`src/rtl/ball_speed_ctrl_pkg.sv`:
```
// Shared game constants: rally FSM encoding, default speed-divider values
// and the clamped speed-step helper used by the ball speed controller.
package ball_speed_ctrl_pkg;

  localparam int SPEED_W = 26;
  localparam int HOLD_W  = 16;
  localparam int HITS_W  = 8;

  localparam logic [SPEED_W-1:0] GAME_BASE_SPEED = 26'd12_500_000;
  localparam logic [SPEED_W-1:0] GAME_STEP       = 26'd213_568;
  localparam logic [SPEED_W-1:0] GAME_MIN_SPEED  = 26'd2_000_000;
  localparam logic [HOLD_W-1:0]  GAME_HOLDOFF    = 16'd50_000;

  localparam logic [HITS_W-1:0]  HITS_MAX        = 8'd255;

  typedef enum logic [1:0] {
    IDLE    = 2'd0,
    RALLY   = 2'd1,
    LOCKOUT = 2'd2
  } rally_state_t;

  // One step faster: a smaller compare value means a faster ball. The
  // subtraction carries one extra bit so a borrow is seen instead of a wrap,
  // and the result never drops below the floor.
  function automatic logic [SPEED_W-1:0] speed_after_hit(
    input logic [SPEED_W-1:0] speed,
    input logic [SPEED_W-1:0] step,
    input logic [SPEED_W-1:0] floor
  );
    logic [SPEED_W:0] diff;
    diff = {1'b0, speed} - {1'b0, step};
    if (diff[SPEED_W] || (diff[SPEED_W-1:0] < floor)) begin
      return floor;
    end else begin
      return diff[SPEED_W-1:0];
    end
  endfunction

endpackage

```
`src/rtl/ball_speed_ctrl_rise_detect.sv`:
```
// Rising-edge detector: the level is registered once, then compared with
// its own previous sample, so a level already high when reset releases
// cannot flag an edge in the first cycle.
module rise_detect (
  input  logic clk_in,
  input  logic rst_n,
  input  logic i_level,
  output logic o_rise
);

  logic r_cur;
  logic r_prev;

  // Two-deep sample history of the incoming level.
  always_ff @(posedge clk_in or negedge rst_n) begin
    if (!rst_n) begin
      r_cur  <= 1'b0;
      r_prev <= 1'b0;
    end else begin
      r_cur  <= i_level;
      r_prev <= r_cur;
    end
  end

  assign o_rise = r_cur & ~r_prev;

endmodule

```
`src/rtl/ball_speed_ctrl.sv`:
```
// Ball speed controller: starts at BASE_SPEED on serve, speeds the ball up
// by STEP on every accepted paddle hit (clamped at MIN_SPEED), locks out
// further hits for HOLDOFF cycles, and restores BASE_SPEED when a point ends
// the rally. HOLDOFF is expected to be at least 1.
module ball_speed_ctrl
  import ball_speed_ctrl_pkg::*;
#(
  parameter logic [SPEED_W-1:0] BASE_SPEED = GAME_BASE_SPEED,
  parameter logic [SPEED_W-1:0] STEP       = GAME_STEP,
  parameter logic [SPEED_W-1:0] MIN_SPEED  = GAME_MIN_SPEED,
  parameter logic [HOLD_W-1:0]  HOLDOFF    = GAME_HOLDOFF
) (
  input  logic               clk_in,
  input  logic               rst_n,
  input  logic               serve,
  input  logic               hit,
  input  logic               point_scored,
  output logic [SPEED_W-1:0] ball_speed,
  output logic               speed_changed,
  output logic [HITS_W-1:0]  rally_hits,
  output logic               at_max_speed
);

  rally_state_t       r_state;
  logic [SPEED_W-1:0] r_ball_speed;
  logic               r_speed_changed;
  logic [HITS_W-1:0]  r_rally_hits;
  logic [HOLD_W-1:0]  r_lock_cnt;

  rally_state_t       w_state_nxt;
  logic [SPEED_W-1:0] w_speed_nxt;
  logic [HITS_W-1:0]  w_hits_nxt;
  logic [HOLD_W-1:0]  w_cnt_nxt;
  logic               w_changed_nxt;

  logic               w_serve_rise;
  logic               w_hit_rise;

  rise_detect u_serve_rise (
    .clk_in  (clk_in),
    .rst_n   (rst_n),
    .i_level (serve),
    .o_rise  (w_serve_rise)
  );

  rise_detect u_hit_rise (
    .clk_in  (clk_in),
    .rst_n   (rst_n),
    .i_level (hit),
    .o_rise  (w_hit_rise)
  );

  // State, speed, hit count, lockout counter and change pulse registers.
  always_ff @(posedge clk_in or negedge rst_n) begin
    if (!rst_n) begin
      r_state         <= IDLE;
      r_ball_speed    <= BASE_SPEED;
      r_speed_changed <= 1'b0;
      r_rally_hits    <= '0;
      r_lock_cnt      <= '0;
    end else begin
      r_state         <= w_state_nxt;
      r_ball_speed    <= w_speed_nxt;
      r_speed_changed <= w_changed_nxt;
      r_rally_hits    <= w_hits_nxt;
      r_lock_cnt      <= w_cnt_nxt;
    end
  end

  // Rally sequencing; a point always wins over a same-cycle hit.
  always_comb begin
    w_state_nxt = r_state;
    w_speed_nxt = r_ball_speed;
    w_hits_nxt  = r_rally_hits;
    w_cnt_nxt   = r_lock_cnt;

    case (r_state)
      IDLE: begin
        w_speed_nxt = BASE_SPEED;
        if (w_serve_rise) begin
          w_state_nxt = RALLY;
          w_hits_nxt  = '0;
        end
      end

      RALLY: begin
        if (point_scored) begin
          w_state_nxt = IDLE;
          w_speed_nxt = BASE_SPEED;
          w_cnt_nxt   = '0;
        end else if (w_hit_rise) begin
          w_state_nxt = LOCKOUT;
          w_speed_nxt = speed_after_hit(r_ball_speed, STEP, MIN_SPEED);
          w_hits_nxt  = (r_rally_hits == HITS_MAX) ? HITS_MAX
                                                   : r_rally_hits + 8'd1;
          w_cnt_nxt   = HOLDOFF - 16'd1;
        end
      end

      LOCKOUT: begin
        if (point_scored) begin
          w_state_nxt = IDLE;
          w_speed_nxt = BASE_SPEED;
          w_cnt_nxt   = '0;
        end else if (r_lock_cnt == '0) begin
          w_state_nxt = RALLY;
        end else begin
          w_cnt_nxt = r_lock_cnt - 16'd1;
        end
      end

      default: begin
        w_state_nxt = IDLE;
        w_speed_nxt = BASE_SPEED;
        w_cnt_nxt   = '0;
      end
    endcase

    w_changed_nxt = (w_speed_nxt != r_ball_speed);
  end

  assign ball_speed    = r_ball_speed;
  assign speed_changed = r_speed_changed;
  assign rally_hits    = r_rally_hits;
  assign at_max_speed  = (r_ball_speed == MIN_SPEED);

endmodule

```
`config.mk`:
```
export PLATFORM = sky130hd
export DESIGN_NAME = ball_speed_ctrl
export DESIGN_NICKNAME = d
export VERILOG_FILES = /design/src/rtl/ball_speed_ctrl_pkg.sv /design/src/rtl/ball_speed_ctrl_rise_detect.sv /design/src/rtl/ball_speed_ctrl.sv
export SDC_FILE = /design/constraint.sdc
export NUM_CORES = 1
export LEC_CHECK = 0
export BUFFER_PORTS_ARGS = -buffer_cell sky130_fd_sc_hd__buf_2
export CAP_MARGIN = 40
export CORE_MARGIN = 10
export CORE_UTILIZATION = 55
export DETAILED_ROUTE_END_ITERATION = 10
export PLACE_DENSITY = 0.87
export SYNTH_ARGS = -nofsm -noshare
export SYNTH_HDL_FRONTEND = slang
export SYNTH_SLANG_ARGS = --single-unit
```
`constraint.sdc`:
```
create_clock -name clk_in -period 3.26 [get_ports clk_in]
set_input_delay 0.163 -clock clk_in [delete_from_list [all_inputs] [get_ports clk_in]]
set_output_delay 0.163 -clock clk_in [all_outputs]
set_load 0.03 [all_outputs]
```
==> results of run 1 <==
[report_power, final]
part / switching (W) / leakage (nW) / internal [W]
clock: 0.000314 / 0.0985 / 0.000374
sequential: 0.000177 / 0.732 / 0.000905
combinational: 0.00165 / 1.48 / 0.00101
[per-stage QoR]
step / hold slack (ns) / util, % / total power [W]
2_1_floorplan: -0.133 / - / 0.00282
5_1_grt: 0.236 / 69.4 / 0.00469
3_3_place_gp: 0.273 / 63.9 / 0.00350
6_report: 0.240 / 69.4 / 0.00443
3_5_place_dp: 0.123 / 64.2 / 0.00357
4_1_cts: 0.206 / 67.3 / 0.00428
[area by class of cell]
class | count | area, sq um | area share [%]
Clock buffer | 10 | 138 | 2.58
Clock inverter | 6 | 67.6 | 1.27
Inverter | 20 | 75.1 | 1.41
Multi-Input combinational cell | 425 | 2700 | 50.6
Sequential cell | 57 | 1440 | 27.0
Tap cell | 102 | 128 | 2.39
Timing Repair Buffer | 114 | 783 | 14.7
[sequential cells by signal (all words and copies together), names as in the netlist]
register and cells:
ball_speed 26, rally_hits 8, r_lock_cnt 16, u_hit_rise.r_prev 1
r_state 2, u_hit_rise.r_cur 1, u_serve_rise.r_cur 1, u_serve_rise.r_prev 1
speed_changed 1
[cells in the mapped netlist (8+ instances only)]
cell type   n
nand2b_1    9
nor2b_1    13
clkbuf_1   23
dfrtp_1    45
clkbuf_8    9
nand2_1    50
ha_1        8
nor2_1     48
a22o_1     11
or3_1      10
a21oi_1    31
nor3_1     20
inv_1      20
nand3_1    16
o21ai_0    66
o31ai_1     9
dfstp_2    12
[worst paths after layout]
path                       slack, ns                   to  cells after the start
min                             0.24        ball_speed[5]                      3
min in group asynchronous       0.28        speed_changed                      2
max in group asynchronous       2.11       ball_speed[23]                      4
max                            -0.04        speed_changed                     15
min reg2reg                     0.39  u_serve_rise.r_prev                      0
max reg2reg                    -0.04        speed_changed                     15
[critical path, cell delays in order, from the launching register on]
cell and delay [ns]:
dfrtp_1 0.41, inv_2 0.08, ha_2 0.29, nor2b_1 0.14, a221o_1 0.31, o311a_1 0.15, o2111ai_2 0.11, a21oi_1 0.10
buf_4 0.15, nor4_4 0.28, buf_4 0.18, o21ai_2 0.12, o31a_2 0.37, a21oi_1 0.16, nor4b_4 0.22, nand4_1 0.12
[cells by family after synthesis]
group | Yosys count | share of synthesized area (%)
flops | 57 | 33.2
compound gates | 199 | 30.6
simple gates | 206 | 24.0
xor+xnor | 11 | 2.22
fa+ha+maj | 8 | 2.31
buf+inv | 58 | 7.70
[what timing repair did]
item,in CTS,in global routing
hold endpoints to repair,6,0
setup endpoints to repair,6,18
pin swaps,1,13
buffers inserted,0,8
gates cloned,0,1
hold buffers,3,0
gates resized for setup,1,22
[routing by layer]
layer  wire (um)  global-route usage [%]  part of all wire (%)
met5           0                       0                     0
met4         640                    10.7                   4.6
met3        1690                    7.08                    12
met2        6200                    35.6                    44
met1        5540                    28.9                    39
==> impl_metrics.json, run 1 <==
{
  "period_share_pct": 101,
  "hold_start": "point_scored",
  "cap_violations": 0,
  "cts_tree": "yes",
  "cts.reportedPaths.clkPinSlew_ns": 0.08,
  "synth_flop_cell": "dfrtp_1",
  "num_antenna_cells": 0,
  "synthesis.area_sq_um": 4340,
  "ys_warn_count": 0,
  "startpoint": "ball_speed[7]",
  "cts.htree.levels": 3,
  "port-buffer-count": 40,
  "ys_types": 73,
  "rsz0062_at_grt": "yes",
  "timing.rr.start": "ball_speed[7]",
  "violations": "setup timing",
  "track_usage_pct": 23.0,
  "skew_ns": 0.0102,
  "drt.antenna.violating_nets": 0,
  "dieArea_sq_um": 11800,
  "cp_max_fo": 5,
  "tightest_slew_ns": 0.606,
  "n_fill_cell": 621,
  "dpl_cell_area_sq_um": 4930,
  "hold_viol": 0,
  "grt_pass1_wl_um": 21900,
  "drv_slew": 0,
  "worstPathArrival_ns": 3.53,
  "syn_area_per_cell_sq_um": 8.05,
  "fp.dieH_um": 109,
  "synth_top_area_share_pct": 25.9,
  "clock_latency_ns": 0.35,
  "setup_tns_ns": -0.0436,
  "num_rows": 32,
  "fin_cells": 734,
  "min_path_type": "primary input to flop",
  "place_congestion": 1.03,
  "place_hpwl_um": 10100,
  "critPathCaptureType": "flop",
  "grt_max_degree": 27,
  "powerDensity_nw_per_um2": 831,
  "max-vdd-ir-drop_uv": 466,
  "syn_nets": 552,
  "crit_type": "flop to flop",
  "antenna_found_initial": 0,
  "overflow": 0,
  "synth_enable_flop_cells": 0,
  "setup_viol": 1,
  "yosysSeqAreaShare_pct": 33.2,
  "worstPathRequired_ns": 3.48,
  "cts_root_buf": "clkbuf_8",
  "synth_top_area_cell": "dfrtp_1",
  "timing.fmax_ghz": 0.303,
  "final_common_cell": "buf_4",
  "core_sq_um": 7690,
  "area_growth_pct": 22.9,
  "die_w_um": 109,
  "synthCells": 539,
  "ys_ff_latch": 57,
  "wl_um": 14100,
  "slew_headroom_pct": 59.6,
  "clkSinkCount": 57,
  "drt_iter0_drc": 503,
  "vias_per_cell": 6.48,
  "final_cell_mix": "buf_4, o21ai_0, nand2_1, nor2_1, dfrtp_1",
  "drcViolationCount": 0,
  "drtPass1Iterations": 6,
  "p_leak_nw": 2.31,
  "async_reset_ff_share_pct": 100,
  "initial_core_util_pct": 56.5,
  "cts_made_buffers": 9,
  "synth_area_leaders": "dfrtp_1, o21ai_0, dfstp_2",
  "place_ws_ns": 0.00140,
  "clock_path_buffers": 2,
  "grt_pass1_vias": 4402,
  "fin_area_sq_um": 5340,
  "start_kind": "flop",
  "timing.final.ws_setup_ns": -0.0436,
  "pin_count": 41,
  "place_inst": 706,
  "status": "complete, but fails checks",
  "routedWlPerCell_um": 19.2,
  "drive_gt1_share_pct": 28.2,
  "vias": 4757,
  "period_minus_slack_ns": 3.30,
  "fin_nets": 640
}
Note: power is estimated with default switching activity, not from simulation.
==> run 2: changes to the inputs <==
CORE_UTILIZATION = 34   (was 55)
PLACE_DENSITY = 0.61   (was 0.87)
==> run 2 against run 1 <==
The run now ends clean. Design area grew 4.3%. Total power up 5.3%. Sequential share of layout area is 1.1 points lower. Hold slack got worse by 0.060 ns. Global-route usage down 5.7 points. Non-clock buffer count grew 8. Utilization decreased by 25 points. Combinational power about the same. Die area is 49% higher. Sequential cell count stayed put. Via count is 1.0% lower. Register-to-register slack improved by 0.095 ns.
==> impl_metrics.json, run 2 (synthesis gave the netlist of run 1 again) <==
{
  "worstPathArrival_ns": 3.48,
  "startpoint": "ball_speed[18]",
  "drive_gt1_share_pct": 29.1,
  "multiInputGateArea_sq_um": 2710,
  "cts.htree.levels": 3,
  "drcViolationCount": 0,
  "core_sq_um": 12600,
  "track_usage_pct": 17.3,
  "vias": 4708,
  "setup_tns_ns": 0,
  "skew_ns": 0.00757,
  "reg2reg_to": "ball_speed[21]",
  "cp_max_fo": 5,
  "status": "finished, final reports clean",
  "die_w_um": 133,
  "crit_cells": 11,
  "cts.reportedPaths.clkPinSlew_ns": 0.06,
  "clkSinkCount": 57,
  "path_delay_family": "simple AND/OR/NAND/NOR gates",
  "drt_iter0_drc": 435,
  "antenna_found_initial": 0,
  "grt_pass1_wl_um": 24800,
  "reg2reg_setup_slack_ns": 0.05,
  "rsz0062_at_grt": "yes",
  "largest_register_ffs": 26,
  "drtPass1Iterations": 7,
  "dieArea_sq_um": 17700,
  "place_congestion": 0.984,
  "port-buffer-count": 40,
  "slew_headroom_pct": 56.4,
  "cts_tree": "yes",
  "critPathCaptureType": "flop",
  "wl_um": 15200,
  "cts_root_buf": "clkbuf_16",
  "max-vdd-ir-drop_uv": 506,
  "reg2regPathDepth": 11,
  "cp_common_cell": "or3_4",
  "cap_violations": 0,
  "routedWlPerCell_um": 18.8,
  "cp_cell_sequence": "or3_4 > or3_4 > or3_4 > or3_4 > a21oi_4 > nand4_4 > o21ai_4 > buf_6 > o21ai_2 > a22o_1 > a221o_1",
  "regArea_sq_um": 1440,
  "cp_slowest_cell": "or3_4",
  "period_share_pct": 98.4,
  "min_path_type": "primary input to flop",
  "cp-endpoint": "ball_speed[21]",
  "crit_buf_inv": 1,
  "vias_per_cell": 5.81,
  "area_growth_pct": 28.2,
  "num_rows": 41,
  "hold_viol": 0,
  "grt_max_degree": 24,
  "final_cell_mix": "buf_4, o21ai_0, nand2_1, nor2_1, dfrtp_1",
  "min_delay_path_depth": 3,
  "final_common_cell": "buf_4",
  "crit_type": "flop to flop",
  "cts_made_buffers": 9,
  "drt.antenna.violating_nets": 0,
  "fin_nets": 647,
  "grt_pass1_vias": 4713,
  "timing.fmax_ghz": 0.312,
  "place_hpwl_um": 11300,
  "fp.dieH_um": 133,
  "cp_slowest_stage_delay_ns": 0.40,
  "p_leak_nw": 2.38,
  "overflow": 0,
  "drv_slew": 0,
  "tightest_slew_ns": 0.653,
  "pin_count": 41,
  "clock_latency_ns": 0.34,
  "setup_viol": 0,
  "n_fill_cell": 1259,
  "clock_path_buffers": 2,
  "initial_core_util_pct": 34.5,
  "start_kind": "flop",
  "worstPathRequired_ns": 3.53,
  "powerDensity_nw_per_um2": 839,
  "period_minus_slack_ns": 3.21,
  "timing.rr.start": "ball_speed[18]",
  "timing.hold.ws_ns": 0.180,
  "num_antenna_cells": 0
}
[run 2: how the worst min path moves through the flow]
stage,start,endpoint,slack (ns)
2_1_floorplan,rst_n,ball_speed[0],-0.13
3_3_place_gp,rst_n,ball_speed[22],0.12
3_5_place_dp,rst_n,ball_speed[22],0.12
4_1_cts,point_scored,ball_speed[15],0.18
5_1_grt,point_scored,ball_speed[15],0.20
6_report,point_scored,ball_speed[15],0.18
[run 2: worst reg2reg max path, delay by kind of cell, from the launching register on]
kind / cells / cell delay, ns
AOI/OAI and AO/OA: 5 / 1.06
DFF: 1 / 0.36
buffers and inverters: 1 / 0.16
and+or+nand+nor: 5 / 1.57
[run 2: per-stage QoR]
step / util (%) / instances / total power, W / setup WS, ns / area, sq um
detailed placement: 40.6 / 789 / 0.00360 / -0.00385 / 5100
floorplan: - / 539 / 0.00282 / 0.00477 / 4390
finish: 44.3 / 811 / 0.00467 / 0.0517 / 5570
global placement: 40.6 / 789 / 0.00357 / 0.0337 / 5100
CTS: 43.4 / 809 / 0.00459 / 0.0160 / 5450
global route: 44.3 / 811 / 0.00500 / -0.0127 / 5570
[run 2: cell type report]
type	count	area share [%]
clock inverter	6	1.21
timing repair buffer	122	14.9
clock buffer	10	4.11
sequential	57	25.9
tap	172	3.87
inverter	20	1.35
multi-input combinational	424	48.6
[run 2: routing by layer]
layer  track usage [%]  vias up  share of wire [%]
li1                  -     2185                  -
met1              21.5     2245                 43
met2              26.6      224                 45
met3              4.73       54                8.1
met4              9.23        0                4.0
met5                 0        -                  0
[run 2: power by group]
group          switching, W  internal, W  leakage, nW
clock network      0.000358     0.000593        0.139
registers          0.000162     0.000906        0.732
logic               0.00164      0.00101         1.50
[run 2: repair_timing]
item / in CTS / in global routing
buffers inserted: 1 / 2
pin swaps: 3 / 7
hold buffers: 3 / 0
hold endpoints to repair: 4 / 0
resized for setup: 2 / 21
setup endpoints to repair: 2 / 12
